==> src/rtl/td4x_core.sv <==
// td4x_core: parametrised TD4 ISA core with program RAM and run control.
// Optional breakpoint support is enabled by defining TD4X_BREAKPOINT_EN.
module td4x_core #(
    parameter int DATA_W = 4,
    parameter int ADDR_W = 4
) (
    input  logic              clk,
    input  logic              rst_n,
    input  logic [1:0]        mode,
    input  logic [ADDR_W-1:0] prog_addr,
    input  logic [3:0]        prog_op,
    input  logic [DATA_W-1:0] prog_imm,
    input  logic              prog_we,
    output logic [3:0]        rd_op,
    output logic [DATA_W-1:0] rd_imm,
    input  logic              start,
    input  logic              step,
    input  logic              stop,
    input  logic              clr,
    input  logic [DATA_W-1:0] in_port,
    output logic [DATA_W-1:0] out_port,
    output logic [DATA_W-1:0] reg_a,
    output logic [DATA_W-1:0] reg_b,
    output logic [ADDR_W-1:0] pc,
    output logic              carry,
    output logic [1:0]        run_state
`ifdef TD4X_BREAKPOINT_EN
    ,
    input  logic [ADDR_W-1:0] bp_addr,
    input  logic              bp_valid
`endif
);
    localparam int DEPTH = 2 ** ADDR_W;

    typedef enum logic [1:0] {
        IDLE = 2'b00,
        RUN  = 2'b01,
        STEP = 2'b10,
        HALT = 2'b11
    } state_t;

    state_t state, state_n;

    logic [DATA_W+3:0] ram [DEPTH];
    logic [3:0]        op;
    logic [DATA_W-1:0] imm;
    logic [ADDR_W-1:0] target;
    logic [DATA_W:0]   sum_a, sum_b;
    logic [DATA_W-1:0] a_n, b_n, out_n;
    logic [ADDR_W-1:0] pc_n;
    logic              c_n, jump;
    logic              exec, clr_now, bp_hit, halt_cond;
    logic              exec_mode, load_we;

    assign {imm, op}       = ram[pc];
    assign {rd_imm, rd_op} = ram[prog_addr];
    assign run_state       = state;
    assign exec_mode       = mode[1];
    assign load_we         = (mode == 2'b00) && prog_we;

    // Jump target is the immediate zero-extended or truncated to ADDR_W.
    if (ADDR_W <= DATA_W) begin : g_trunc
        assign target = imm[ADDR_W-1:0];
    end else begin : g_ext
        assign target = {{(ADDR_W-DATA_W){1'b0}}, imm};
    end

`ifdef TD4X_BREAKPOINT_EN
    assign bp_hit = (state == RUN) && bp_valid && (pc == bp_addr);
`else
    assign bp_hit = 1'b0;
`endif

    assign clr_now   = clr && (state != RUN);
    assign exec      = ((state == RUN) || (state == STEP)) && !clr_now && !bp_hit;
    assign sum_a     = {1'b0, reg_a} + {1'b0, imm};
    assign sum_b     = {1'b0, reg_b} + {1'b0, imm};
    assign halt_cond = exec && jump && (target == pc);

    // Decode and execute the instruction at pc, or clear the core.
    always_comb begin
        a_n   = reg_a;
        b_n   = reg_b;
        out_n = out_port;
        pc_n  = pc;
        c_n   = carry;
        jump  = 1'b0;
        if (clr_now) begin
            a_n   = '0;
            b_n   = '0;
            out_n = '0;
            pc_n  = '0;
            c_n   = 1'b0;
        end else if (exec) begin
            c_n  = 1'b0;
            pc_n = pc + ADDR_W'(1);
            unique case (op)
                4'b0000: {c_n, a_n} = sum_a;
                4'b0001: a_n = reg_b;
                4'b0010: a_n = in_port;
                4'b0011: a_n = imm;
                4'b0100: b_n = reg_a;
                4'b0101: {c_n, b_n} = sum_b;
                4'b0110: b_n = in_port;
                4'b0111: b_n = imm;
                4'b1001: out_n = reg_b;
                4'b1011: out_n = imm;
                4'b1110: jump = !carry;
                4'b1111: jump = 1'b1;
                default: ;
            endcase
            if (jump) pc_n = target;
        end
    end

    // Run-control next state; leaving EXEC always returns to IDLE.
    always_comb begin
        state_n = state;
        if (!exec_mode) begin
            state_n = IDLE;
        end else begin
            unique case (state)
                IDLE, HALT: begin
                    if (stop)       state_n = state;
                    else if (step)  state_n = STEP;
                    else if (start) state_n = RUN;
                end
                RUN: begin
                    if (stop)                     state_n = IDLE;
                    else if (halt_cond || bp_hit) state_n = HALT;
                end
                STEP: state_n = halt_cond ? HALT : IDLE;
                default: state_n = IDLE;
            endcase
        end
    end

    // Run-control state register.
    always_ff @(posedge clk or negedge rst_n) begin
        if (!rst_n) state <= IDLE;
        else        state <= state_n;
    end

    // Architectural registers.
    always_ff @(posedge clk or negedge rst_n) begin
        if (!rst_n) begin
            reg_a    <= '0;
            reg_b    <= '0;
            out_port <= '0;
            pc       <= '0;
            carry    <= 1'b0;
        end else begin
            reg_a    <= a_n;
            reg_b    <= b_n;
            out_port <= out_n;
            pc       <= pc_n;
            carry    <= c_n;
        end
    end

    // Program RAM; reset leaves every word as ADD A,0.
    always_ff @(posedge clk or negedge rst_n) begin
        if (!rst_n) begin
            for (int i = 0; i < DEPTH; i++) ram[i] <= '0;
        end else if (load_we) begin
            ram[prog_addr] <= {prog_imm, prog_op};
        end
    end

endmodule

==> config.mk <==
export PLATFORM = sky130hd
export DESIGN_NAME = td4x_core
export DESIGN_NICKNAME = d
export VERILOG_FILES = /design/src/rtl/td4x_core.sv
export SDC_FILE = /design/constraint.sdc
export NUM_CORES = 1
export LEC_CHECK = 0
export BUFFER_PORTS_ARGS = -buffer_cell sky130_fd_sc_hd__buf_2
export CAP_MARGIN = 10
export CORE_AREA = 2 2 188 190
export DETAILED_ROUTE_END_ITERATION = 6
export DIE_AREA = 0 0 190 192
export SLEW_MARGIN = 10
export SYNTH_ARGS = -nofsm -noshare
export SYNTH_HDL_FRONTEND = slang
export SYNTH_SLANG_ARGS = --single-unit
==> constraint.sdc <==
create_clock -name clk -period 4.4 [get_ports clk]
set_input_delay 0.66 -clock clk [delete_from_list [all_inputs] [get_ports clk]]
set_output_delay 0.66 -clock clk [all_outputs]
set_load 0.02 [all_outputs]
== Word-level counts from Yosys, hierarchy flattened ==
Cells that the tools add are included.

* Add/sub/neg operators: 3
* $lt $le $gt $ge: 3
* Eq/ne operators: 19
* Multiplexer cells: 37
* Bitwise gates (word level): 2
* Reduce and logical (&&, ||, !) cells: 21

{| class="wikitable"
|+ Operators with widths
! cell !! count
|-
| bitwise mux 128 bit || 1
|-
| binary-select mux 8 bit (select 4 bit) || 2
|-
| 2-to-1 mux 8 bit || 5
|-
| 2-to-1 mux 4 bit || 9
|-
| demux 8 bit (select 4 bit) || 1
|-
| case mux 4 bit (4 select lines) || 2
|-
| == test 4 x 3 -> 1 bit (second input constant) || 4
|-
| == test 4 bit (second input constant) || 4
|-
| 2-to-1 mux 2 bit || 7
|-
| adder 4 x 4 -> 5 bit || 2
|-
| >= comparator 5 bit (second input constant) || 2
|-
| NOT 4 -> 5 bit || 2
|-
| nonzero test 5 bit || 2
|-
| == test 4 x 2 -> 1 bit (second input constant) || 2
|-
| inequality test 4 bit (second input constant) || 2
|-
| case mux 4 bit (2 select lines) || 1
|-
| logical AND 1 bit || 6
|-
| 2-to-1 mux 1 bit || 6
|-
| case mux 2 bit (3 select lines) || 1
|-
| AND reduction 2 bit || 3
|-
| less-than comparator 5 x 1 -> 1 bit (second input constant) || 1
|-
| adder 4 x 1 -> 4 bit (second input constant) || 1
|-
| == test 2 bit (second input constant) || 2
|-
| == test 4 x 1 -> 1 bit (second input constant) || 1
|-
| 13 further kinds || 16
|}

* Flip-flop bits (word level): 147
* Logic and storage cells: 107

== Depth between registers and ports, before layout ==
Gate-level depths: netlist (run 1).

* Depth in word-level cells: 16
* Mapped depth: 13
* Gate-level depth less buffers: 10

== Worst setup path after synthesis (run 1) ==
No wires, ideal clock.

* Kind: reg2reg
* Start: reg pc[0]
* End: reg carry
* Setup time: 0.136 ns
* Arrival time: 3.096 ns
* Required time: 4.264 ns
* Slack: 1.167 ns
* Stages on the path, launching flop included: 12
* Path buffers: 2
* Path through: dfrtp_1 buf_6 buf_4 mux4_2 mux4_2 ha_1 fa_1 a21o_1 a21oi_1 nor3_1 a22oi_1 a21oi_1

* Longest elaborated chain between the ends: 8

{| class="wikitable"
|+ Ends and longest elaborated chain
! what !! line !! text
|-
| start, declared || 24 || <nowiki>output logic [ADDR_W-1:0] pc,</nowiki>
|-
| start signal, assigned || 156 || <nowiki>pc <= pc_n;</nowiki>
|-
| NOT 4 -> 5 bit (not written as such) (*) || 55 || <nowiki>assign {imm, op} = ram[pc];</nowiki>
|-
| binary-select mux 8 bit (select 4 bit) (*) || 55 ||
|-
| 2-to-1 mux 8 bit (not written as such) (*) (2 in a row) || 55 ||
|-
| adder 4 x 4 -> 5 bit (tied with other cells) || 77 || <nowiki>assign sum_b = {1'b0, reg_b} + {1'b0, imm};</nowiki>
|-
| case mux 1 bit (2 select lines) (*) || 97 || <nowiki>unique case (op)</nowiki>
|-
| 2-to-1 mux 1 bit (*) || 94 || <nowiki>end else if (exec) begin</nowiki>
|-
| 2-to-1 mux 1 bit (*) || 88 || <nowiki>if (clr_now) begin</nowiki>
|-
| end signal, assigned || 157 || <nowiki>carry <= c_n;</nowiki>
|-
| end, declared || 25 || <nowiki>output logic carry,</nowiki>
|}

Every way passes the cells marked *; elsewhere a longest branch is shown, timed or not. The select of a mux whose other input is x is not followed.
A chain may end at the register's enable or synchronous reset.

== Final worst setup path (run 1) ==
* Start: reg pc[0]
* End: reg pc[0]

* Longest elaborated chain between the ends: 11

{| class="wikitable"
|+ Ends and longest elaborated chain
! what !! line !! text
|-
| NOT 4 -> 5 bit (not written as such) || 55 ||
|-
| binary-select mux 8 bit (select 4 bit) || 55 ||
|-
| 2-to-1 mux 8 bit (not written as such) (2 in a row) || 55 ||
|-
| == test 4 bit || 97 ||
|-
| case mux 1 bit (2 select lines) || 97 ||
|-
| 2-to-1 mux 1 bit || 94 ||
|-
| 2-to-1 mux 1 bit || 88 ||
|-
| 2-to-1 mux 4 bit (*) || 112 || <nowiki>if (jump) pc_n = target;</nowiki>
|-
| 2-to-1 mux 4 bit (*) || 94 ||
|-
| 2-to-1 mux 4 bit (*) || 88 ||
|}

Marked as above.

==> results summary, run 1 <==
The detail-routed via count per cell came out at 4.91. The clock tree from TritonCTS is built. The final worst-path cycle share came out at 0.823. The number of antenna repair diodes came out at 0.

The layout cell share with drive strength beyond 1 came out at 0.470. The maximum ir drop on the vdd rail is 0.224 mV. The post-detailed-placement half-perimeter wirelength came out at 14900 um. The startpoint identified for the worst register-to-register timing path is pc[0].

After filler insertion, the fill cell instance count of the layout stands at 3454. The initial standard-cell utilization of the core came out at 0.249. STA classifies the critical path endpoint as a flip-flop. Across every metal layer, demand over resource in global routing totals 0.127. The number of buffers created by CTS came out at 17. The critical path startpoint category is a flip-flop. The remaining antenna violation count after routing came out at 0. The setup fix buffers added after clock tree synthesis came out at 0. The tool flagged a number of max-cap violations equal to 0. In the final timing run, aggregate negative setup slack is 0 ps. The most used flip-flop cell after synthesis is dfrtp_1. Clock skew on the completed layout was measured at 7.63 ps. Counting cells, the worst reg-to-reg path comes to 7. The initial antenna violation count came to 1. The flow ran to the end, and the final reports show no timing, DRC or antenna violations. The hold-fix buffer count after cts came out at 0. The clock-pin transition on the worst setup and hold timing paths came out at 60 ps. Counting every net in the synthesized netlist gives 640. The mean instance size in the synthesized netlist came out at 14.2 um2.

The total DRC errors in the routed layout came out at 0. Wires add up to 22000 um. The total core area is 34300 um2. The post-route worst hold slack came out at 317 ps. The data required time at the worst endpoint came out at 4640 ps. The via total after detailed routing came out at 5485. The detailed router finished its first iteration with 545 violations. Of the synthesized area, sequential elements account for 0.431. The capture instance of the worst register-to-register path is pc[0].

The area taken by multi-input logic gates is 4590 um2. The yosys synthesis warning count is 0. Setup slack on the worst reg-to-reg path comes out at 780 ps. After layout, the design draws a total of 4810 uW. The maximum buffer depth of the clock tree came out at 2. The largest net degree at the start of global routing is 106. After the last flow step, the layout net total stands at 687. STA puts the critical path data arrival time at 3860 ps. At the pin with the least slew margin, the transition time is 1020 ps.

The leakage power came out at 0.00441 uW. The root buffer cell chosen for the clock tree is clkbuf_16. Setup violations remaining at the end of the flow were counted as 0. The die covers 36500 um2. The sequential cell area came out at 3680 um2. The count of input and output buffers came out at 51. The average detailed-routed wire length per instance came out at 19.7 um. Subtracting the final worst setup slack from the clock period gives 3620 ps. The first-pass GRT wire length came out at 34700 um. The maximum net fanout on the critical path came out at 32. The number of global-route vias before repair is 5522.

The post-synth design cell area is 8530 um2. The remaining global-route overflow came out at 0. The worst hold path class is in -> async. The total power divided by cell area is 487 nW/um2. The placement row count came out at 68. The post-synthesis cell type count is 58. The iteration count of the initial detailed-routing pass is 7. In this run, synthesis produced a sequential element count of 147. For the worst-skew pair, the clock arrives at the later sink with an insertion delay of 430 ps. In the synthesized netlist the async set-or-reset flop fraction comes to 1.00.

The critical path is of the reg -> reg type. The height of the chip is 192 um. The synthesized design contains 0 enable-type register cells. The area growth from synthesis to layout is 15.8%. The max-slew violation total from the final report came out at 0. The number of hold violations in the final report came out at 0. The routability-driven placement congestion ratio came out at 0.806. Setup repair after global routing left no endpoint under its margin. The sink count of the clock tree is 147. The total instance count after detailed placement came out at 1085. The share of the core filled with cells is 0.288. Headroom to the max-slew limit came out at 0.319. Measured along the x axis, the die boundary spans 190 um. The maximum achievable frequency is 0.276 GHz. The final instance count without filler cells is 1117.

The count of pins on the block boundary came out at 52. Once the clock tree was built, the resizer swapped 0 gates to a different size. The number of instances in the synthesized netlist is 602. The number of H-tree levels came out at 4.
==> flip-flops by register name (all words and copies together), names as in the netlist <==
signal,flops
pc,4
reg_b,4
out_port,4
reg_a,4
carry,1
run_state,2
ram,128
==> Yosys cell counts (4+ instances only) <==
library cell / n / share of area
a21o_1: 5 / 0.0044
nor2b_1: 8 / 0.0059
xnor2_1: 4 / 0.0041
mux2i_1: 40 / 0.047
ha_1: 11 / 0.016
a22oi_1: 4 / 0.0035
dfrtp_1: 147 / 0.43
clkbuf_1: 21 / 0.0092
nor2_1: 28 / 0.012
mux4_2: 59 / 0.16
nand2_1: 16 / 0.0070
nand2b_1: 7 / 0.0051
inv_1: 9 / 0.0040
mux4_1: 6 / 0.018
a21oi_1: 14 / 0.0082
o21ai_0: 8 / 0.0047
buf_2: 7 / 0.0041
mux2_2: 135 / 0.18
buf_1: 6 / 0.0026
==> final cells by class <==
cell class | instances | area share
clock buffer | 20 | 0.0473
clock inverter | 12 | 0.0123
inverter | 10 | 0.00380
tap | 455 | 0.0576
multi-input combinational | 404 | 0.465
sequential | 147 | 0.373
timing repair buffer | 69 | 0.0414
==> per-stage QoR <==
step | setup slack (ps) | area [um2]
after global placement | 881 | 9290
after CTS | 887 | 9880
after floorplan | 1170 | 8530
final | 780 | 9880
after global routing | 625 | 9880
after detailed placement | 910 | 9290
==> cell families after synthesis <==
logic type,share of synthesized area
adder cells (fa/ha/maj),0.0208
AO/OA/AOI/OAI,0.0562
multiplexers,0.401
XOR/XNOR,0.00616
buffers and inverters,0.0302
flip-flops,0.431
AND/OR/NAND/NOR,0.0543
==> per-layer routing <==
metal  wire [um]  up-vias  track usage
li1            -     2405            -
met1       10300     2910        0.177
met2       10300      147        0.198
met3        1170       21       0.0272
met4         223        2       0.0334
met5          13        -            0
==> placed cells by master (no fill, tap or decap), types with 3 or more instances in the layout <==
master	instances
dfrtp_1	146
mux2_2	135
mux4_2	59
buf_2	50
mux2i_1	40
nor2_1	28
clkbuf_16	17
buf_4	17
nand2_1	16
a21oi_1	14
ha_1	11
inv_1	9
nor2b_1	8
o21ai_0	8
nand2b_1	7
mux4_1	6
a21o_1	5
a22oi_1	4
xnor2_1	4
and2_1	3
nand3_1	3
a221oi_1	3
a221oi_2	3
a21boi_0	3
nor3_1	3
o21a_1	3
a211oi_1	3
o211ai_1	3
clkbuf_8	3
clkinv_4	3
==> worst max-delay path by stage <==
stage	startpoint	endpoint	cells past startpoint	slack [ps]
final	pc[0]	pc[0]	7	780
after global routing	pc[1]	reg_b[3]	10	630
after CTS	pc[0]	pc[0]	7	890
after detailed placement	pc[0]	reg_b[3]	11	910
after global placement	pc[0]	pc[0]	7	880
after floorplan	pc[0]	carry	11	1170
==> worst max-delay path, stage by stage (launching register included) <==
cell	delay, ps
dfrtp_2	690
buf_4	540
mux4_2	590
a22oi_1	230
nand2_2	320
o2111ai_4	280
mux2i_1	130
a21boi_0	610
==> power by group <==
part           total (uW)  switching, uW  leakage [uW]  internal [uW]
Clock                1450            614      0.000287            835
Sequential           1750            203       0.00196           1550
Combinational        1610            852       0.00216            760
Note: power is estimated with default switching activity, not from simulation.
==> inputs of run 2 (changes only) <==
--- a/config.mk
+++ b/config.mk
@@ -5,11 +5,12 @@
 export SDC_FILE = /design/constraint.sdc
 export NUM_CORES = 1
 export LEC_CHECK = 0
+export ABC_AREA = 1
 export BUFFER_PORTS_ARGS = -buffer_cell sky130_fd_sc_hd__buf_2
 export CAP_MARGIN = 10
-export CORE_AREA = 2 2 188 190
+export CORE_AREA = 2 2 190 192
 export DETAILED_ROUTE_END_ITERATION = 6
-export DIE_AREA = 0 0 190 192
+export DIE_AREA = 0 0 192 194
 export SLEW_MARGIN = 10
 export SYNTH_ARGS = -nofsm -noshare
 export SYNTH_HDL_FRONTEND = slang
==> constraint.sdc (replaced) <==
create_clock -name clk -period 2.95 [get_ports clk]
set_input_delay 0.4425 -clock clk [delete_from_list [all_inputs] [get_ports clk]]
set_output_delay 0.4425 -clock clk [all_outputs]
set_load 0.02 [all_outputs]
==> run 2 against run 1 <==
Net effect:
- critical endpoint is now rd_imm[2]
- worst setup slack worse by 550 ps
- cell count rose by 55%
- register-to-register slack got worse by 550 ps
- non-clock buffer count increased by 15
- total power increased by 66%
- die area rose by 2.1%
- clock skew is 8.7 ps higher
- largest power group is now combinational logic
- worst hold slack improved by 32 ps
==> results summary, run 2 <==
The flow ran to the end, and the final reports show no timing, DRC or antenna violations. The width of the chip is 192 um (+1.1%). The number of hold violations in the final report came to 0 (unchanged). The signal on the critical path passes through buf_2 > inv_1 > nor2_1 > inv_1 > buf_4 > o21ai_0 > o21ai_0 > nand4_1 > buf_2. The top cell types in the final layout, fill and taps aside, are nand2_1, o21ai_0, dfrtp_1. The initial antenna violation count came out at 0 (-1). For this run, the top clock speed supported by timing is 0.367 GHz. The fraction of synthesized cell area taken by the top area cell type is 0.425 (-0.00660). The synthesized netlist net count is 1251 (+95%). The layout cell share with drive strength beyond 1 is 0.126 (-0.343).

The routability-driven placement congestion ratio came out at 0.960 (+19%). The remaining max-slew budget at the tightest pin is 0.452 (+0.133). The type of element capturing the critical path is an output pin. The finished layout cell area came out at 10100 um2 (+2.2%). The post-detailed-placement half-perimeter wirelength was 22300 um (+50%). The placement row count was 69 (+1.5%). The count of input and output buffers is 51 (unchanged).

The met1 routed wirelength after detailed routing is 14000 um (+37%). The leakage power is 0.00468 uW (+6.1%). The height of the chip came out at 194 um (+1.0%). The total length of routed met2 wires is 14000 um (+36%).

The total routing usage reported by global routing came out at 0.171 (+0.0443). The remaining antenna violation count after routing was 0 (unchanged). Leaving out fill and tap cells, the most frequent cell in the layout is nand2_1. The post-synthesis cell type count came out at 36 (-38%).

The cell internal power dissipation is 4510 uW (+44%). The max-slew violation total from the final report is 0 (unchanged). The total DRC errors in the routed layout came to 0 (unchanged). The clock share of power came out at 0.292 (-0.009). The post-synth design cell area came out at 8660 um2 (+1.6%). The number of max-cap violations is 0 (unchanged).

The die footprint came out at 37200 um2 (+2.1%). The final net count came out at 1290 (+88%). The mean instance size in the synthesized netlist is 7.14 um2 (-50%). The net switching power came out at 3490 uW (+110%). Counting flops per register, the top entry is ram. The leading area contributor after synthesis is dfrtp_1.

The number of endpoints failing setup at the final stage is 0 (unchanged). The total met3 wirelength after detailed routing is 2390 um (+100%). The remaining global-route overflow was 0 (unchanged). The via total after detailed routing is 8663 (+58%).

The path type of the worst setup path is in -> out. The number of H-tree levels came out at 4 (unchanged). The critical path startpoint category is an input pin. Counting instances in the post-synthesis netlist gives the leading cell types as nand2_1, o21ai_0, dfrtp_1.

The clock-pin transition on the worst setup and hold timing paths came to 60 ps (about the same). The post-synthesis sequential area ratio is 0.425 (-0.00660). The number of buffers created by CTS is 17 (unchanged). The number of enable-type register cells in the synthesized netlist was 0 (unchanged). The final critical-path required period came out at 2720 ps. The largest stage delay on the critical path came out at 410 ps (-280 ps).

The maximum net fanout on the critical path came out at 8 (-75%). The total core area is 35200 um2 (+2.7%). The final total negative setup slack is 0 ps (unchanged). The iteration count of the initial detailed-routing pass came to 5 (-2). The number of instances in the synthesized netlist came out at 1213 (+100%).

The fraction of synthesis flops using an asynchronous set or reset pin came out at 1.00 (unchanged). The setup fix buffers added after clock tree synthesis is 0 (unchanged). The largest individual stage delay along the critical path comes from the cell o21ai_0.

The highest signal layer in the routed design is met4. The sink count of the clock tree came out at 147 (unchanged). The total power divided by cell area is 793 nW/um2 (+63%). The detail-routed via count per cell was 5.02 (+2.2%).

The initial standard-cell utilization of the core is 0.246 (-0.00284). The power share of the combinational group came to 0.382 (+0.047). Setup repair after global routing left no endpoint under its margin. The final setup skew is 16.3 ps (+8.72 ps).

Ranked by total cell area, the synthesized netlist is headed by dfrtp_1, nand2_1, o21ai_0. The cell area after placement came out at 9470 um2 (+2.0%). The synthesis-to-finish area growth came out at 16.5%. The transition time at the pin with the least slew margin was 821 ps (-200 ps). The arrival time at the worst endpoint is 2280 ps (-1580 ps). The data required time at the worst endpoint came out at 2510 ps (-2130 ps). The maximum ir drop on the vdd rail is 0.416 mV (+86%).

The library cell used as clock root buffer is clkbuf_16. Of the available clock period, the critical path in the final layout requires 0.923. TritonCTS built the clock tree. The average detailed-routed wire length per instance was 18.1 um (-8.0%). Among all cell types in the netlist, the one instantiated most often is nand2_1. The power share of the sequential group is 0.326 (-0.038). The largest net degree at the start of global routing is 61 (-42%). The number of global-route vias before repair came out at 8253 (+49%). The number of antenna repair diodes is 0 (unchanged). The maximum buffer depth of the clock tree was 2 (unchanged). The path class of the tightest hold or removal check is in -> reg. The quantity of gates resized following cts came to 0 (unchanged).

The first-pass GRT wire length is 48700 um (+41%). The post-synthesis sequential element count is 147 (unchanged). The switching power as a share of total power is 0.436 (+0.0890). The number of flip-flops in the largest register is 128 (unchanged). The total wire length came out at 31300 um (+42%). The count of pins on the block boundary is 52 (unchanged). Among all flip-flop cells after synthesis, the most frequent one is dfrtp_1. The worst-skew pair later-pin latency was 450 ps (+20 ps). The yosys synthesis warning count came out at 0 (unchanged). The detailed router's first-iteration violation count came out at 878 (+61%).
run 2: cell count changes in the layout (fill, tap and decap cells not counted), moves of 13 or more:
cell	change
mux4_2	-59
o21ai_0	+163
mux2_2	-135
nand4_1	+13
nand3_1	+111
nor2_1	+41
inv_1	+101
mux2i_1	-40
nand2_1	+360
o22ai_1	+27
run 2: critical path: cells and delay by family:
kind                   cells  cell delay (ps)
buffers and inverters      5              870
and+or+nand+nor            2              450
AOI/OAI and AO/OA          2              510
run 2: what timing repair did:
item	CTS	global route
setup endpoints to repair	0	0
hold buffers	1	0
endpoints found under the hold margin	7	0
run 2: cell families after synthesis:
group,Yosys count,share of synthesized area
AOI/OAI and AO/OA,254,0.162
buffers and inverters,185,0.0887
xor gates and xnor gates,5,0.00506
DFF,147,0.425
and+or+nand+nor,609,0.299
adders and majority gates,13,0.0205
run 2: layout make-up:
type / instances / area [um2]
clock inverters: 15 / 188
repair buffers: 84 / 549
clock buffers: 17 / 425
well taps: 461 / 577
flip-flops and latches: 147 / 3680
fillers: 3872 / 25100
inverters: 121 / 459
multi-input cells: 881 / 4220
run 2: final timing paths:
path,startpoint,to,slack (ps),cells after the start
max reg2reg,pc[0],reg_a[3],230,13
max,prog_addr[1],rd_imm[2],230,9
min in group asynchronous,rst_n,reg_a[0],530,2
max in group asynchronous,rst_n,ram[46],1550,3
min,in_port[0],reg_b[0],350,5
min reg2reg,ram[121],ram[121],490,2
run 2: routing by layer:
layer | track usage | vias to the layer above
met5 | 0 | -
met4 | 0.0548 | 0
met3 | 0.0320 | 56
met2 | 0.262 | 409
met1 | 0.242 | 4145
li1 | - | 4053
run 2: power by group through the flow:
| stage | clock, uW | combinational, uW | sequential, uW |
|---|---|---|---|
| detailed placement | 0 | 3000 | 2640 |
| global placement | 0 | 2990 | 2640 |
| CTS | 2370 | 3020 | 2600 |
| global route | 2450 | 3390 | 2650 |
| floorplan | 0 | 2040 | 2600 |
| finish | 2330 | 3060 | 2610 |
run 2: stage by stage:
step,hold WS (ps),power [uW],instances,utilization,setup WS [ps]
3_5_place_dp,457,5640,1693,0.269,315
6_report,349,8000,1726,0.287,228
3_3_place_gp,460,5620,1693,0.269,346
5_1_grt,369,8480,1726,0.287,76.8
2_1_floorplan,147,4650,1213,-,437
4_1_cts,338,7980,1726,0.287,295
==> inputs of run 3 (changes only) <==
--- a/config.mk
+++ b/config.mk
@@ -11,6 +11,8 @@
 export CORE_AREA = 2 2 190 192
 export DETAILED_ROUTE_END_ITERATION = 6
 export DIE_AREA = 0 0 192 194
+export PLACE_DENSITY = 0.5
+export SETUP_SLACK_MARGIN = 0.3
 export SLEW_MARGIN = 10
 export SYNTH_ARGS = -nofsm -noshare
 export SYNTH_HDL_FRONTEND = slang
==> run 3 against run 2 <==
Net effect:
- core utilization is 0.45 points higher
- non-clock buffer count is 5 higher
- combinational power is 1% higher
- the run now ends with hold timing left
==> results summary, run 3 (same netlist as run 2, synthesis figures left out) <==
The run finished, with violations left. The final reports fail on hold timing. The top register by number of flip-flops is ram. The largest net degree at the start of global routing is 60 (-1.6%). The layout cell share with drive strength beyond 1 came out at 0.136 (+0.00974). The initial antenna violation count came out at 0 (unchanged). The top cell types in the final layout, fill and taps aside, are nand2_1, o21ai_0, dfrtp_1. The total routing usage reported by global routing is 0.178 (+0.00744).

The sequential cell area was 3680 um2 (about the same). The maximum achievable frequency came to 0.399 GHz (+8.6%). The share of the core filled with cells is 0.291 (+0.00455).

The max-slew violation total from the final report is 0 (unchanged). The maximum net fanout on the critical path came out at 46 (+38). The total wire length is 32100 um (+2.8%). The tightest min-delay check is of the in -> async type. The final total negative setup slack came to 0 ps (unchanged). The final setup skew came out at 15.7 ps (-0.648 ps). The number of H-tree levels is 4 (unchanged). Setup repair after global routing could not meet its margin everywhere.

The worst setup path is captured at a flip-flop. The final net count came to 1295 (+0.39%). The final critical-path setup slack was 444 ps (+216 ps). The area taken by multi-input logic gates came out at 4260 um2 (+0.95%). The number of antenna repair diodes is 0 (unchanged). The transition time at the pin with the least slew margin came out at 864 ps (+42.4 ps). The detail-routed via count per cell came out at 4.87 (-2.9%). The total power divided by cell area came out at 807 nW/um2 (+1.8%).

The arrival time at the worst endpoint is 2830 ps (+550 ps). The post-detailed-placement half-perimeter wirelength came out at 22500 um (+0.95%). The count of input and output buffers came out at 51 (unchanged).

The number of buffers created by CTS is 17 (unchanged). The final worst-path cycle share came out at 0.849 (-0.0733). The height of the chip came to 194 um (unchanged). The final-layout fill cell count is 3942 (+1.8%).

The remaining max-slew budget at the tightest pin came to 0.423 (-0.0283). The number of global-route vias before repair came out at 8164 (-1.1%). The worst-skew pair later-pin latency came out at 450 ps (about the same). The iteration count of the initial detailed-routing pass came to 5 (unchanged).

The post-route worst hold slack came out at -25.4 ps (-374 ps). The initial standard-cell utilization of the core is 0.246 (unchanged). The data required time at the worst endpoint came out at 3270 ps (+760 ps). The die footprint is 37200 um2 (unchanged). The leakage power came out at 0.00472 uW (+1.0%). The maximum ir drop on the vdd rail is 0.458 mV (+10%). The number of endpoints failing setup at the final stage is 0 (unchanged). The remaining antenna violation count after routing was 0 (unchanged). The area growth from synthesis to layout is 18.4%. The final critical-path required period came out at 2510 ps (-216 ps). The sink count of the clock tree came out at 147 (unchanged). The clock tree from TritonCTS is built. The average detailed-routed wire length per instance is 18.6 um (+2.5%). In this run the critical register-to-register path is launched from pc[0]. The worst setup path is of the reg -> reg kind. The number of max-cap violations is 0 (unchanged). The library cell used as clock root buffer is clkbuf_16. The minimum setup slack after placement came out at 328 ps (+12.8 ps).

The most common cell after layout, fill and taps aside is nand2_1. The remaining global-route overflow is 0 (unchanged). The via total after detailed routing came out at 8433 (-2.7%). The width of the chip came out at 192 um (unchanged). The total instance count after detailed placement is 1696 (+0.18%). The number of flip-flops in the largest register is 128 (unchanged). The routability-driven placement congestion ratio was 0.958 (-0.13%).

The hold-fix buffer count after cts is 0 (-1). The worst setup path is launched from a flip-flop. The first-pass GRT wire length is 50000 um (+2.5%). The final instance count without filler cells was 1731 (+0.29%).

The total DRC errors in the routed layout came to 0 (unchanged). The total core area is 35200 um2 (unchanged). The count of pins on the block boundary is 52 (unchanged).

The critical path starts at pc[0]. The detailed router's first-iteration violation count was 863 (-1.7%). The placement row count is 69 (unchanged).

The maximum buffer depth of the clock tree is 2 (unchanged). The number of hold violations in the final report came out at 14 (+14). The clock-pin transition on the worst setup and hold timing paths is 70 ps (about the same).
[run 3: changes by cell type in the layout (fill, tap and decap cells not counted), sizes merged]
cell and delta:
dlygate4sd3 -1, clkinv -2, bufinv +3, buf +6
inv -4, clkbuf +3
[run 3: what timing repair did]
action                     4_1_cts  5_1_grt
resized for setup                0       20
buffers inserted                 0        3
setup endpoints to repair        0       17
[run 3: path summary, 6_finish.rpt]
check,endpoint,slack (ps),depth (start not counted)
setup / recovery,reg_a[3],440,14
hold / removal,reg_a[2],-30,1
setup reg to reg,reg_a[3],440,14
hold reg to reg,ram[96],480,2
max in group asynchronous,ram[81],2280,2
min in group clk,reg_b[1],350,5
[run 3: final cells by class]
| class | instances | area share |
|---|---|---|
| flip-flops and latches | 147 | 0.359 |
| clock inverters | 12 | 0.0211 |
| well taps | 461 | 0.0563 |
| multi-input cells | 881 | 0.415 |
| inverters | 121 | 0.0458 |
| repair buffers | 89 | 0.0582 |
| clock buffers | 20 | 0.0445 |
[run 3: stage by stage]
| step | power [uW] | instance area (um2) |
|---|---|---|
| after floorplan | 4650 | 8660 |
| after global placement | 5650 | 9490 |
| after detailed placement | 5650 | 9490 |
| after CTS | 8230 | 10200 |
| after global routing | 8800 | 10300 |
| final | 8280 | 10300 |
[run 3: worst max-delay path, stage by stage (launching register included)]
cell      delay (ps)
dfrtp_2          480
inv_8            240
nand2_1           90
nand3_1           90
nand2_1           50
nor2_1           140
nand2_1          120
nand2_1          250
inv_1            110
nand2_2          170
nand2_1          150
nor2_1           140
nand3_1          110
o211ai_1         100
o21ai_1           90
[run 3: power breakdown]
| part | switching, uW | internal [uW] |
|---|---|---|
| logic | 2150 | 949 |
| clock network | 986 | 1570 |
| registers | 306 | 2320 |
| total | 3440 | 4830 |
[run 3: layer usage]
layer / part of all wire / global-route usage / up-vias
met5: 0 / 0 / -
met4: 0.024 / 0.0560 / 0
met3: 0.057 / 0.0310 / 43
met2: 0.44 / 0.276 / 303
met1: 0.47 / 0.252 / 4021
li1: - / - / 4066
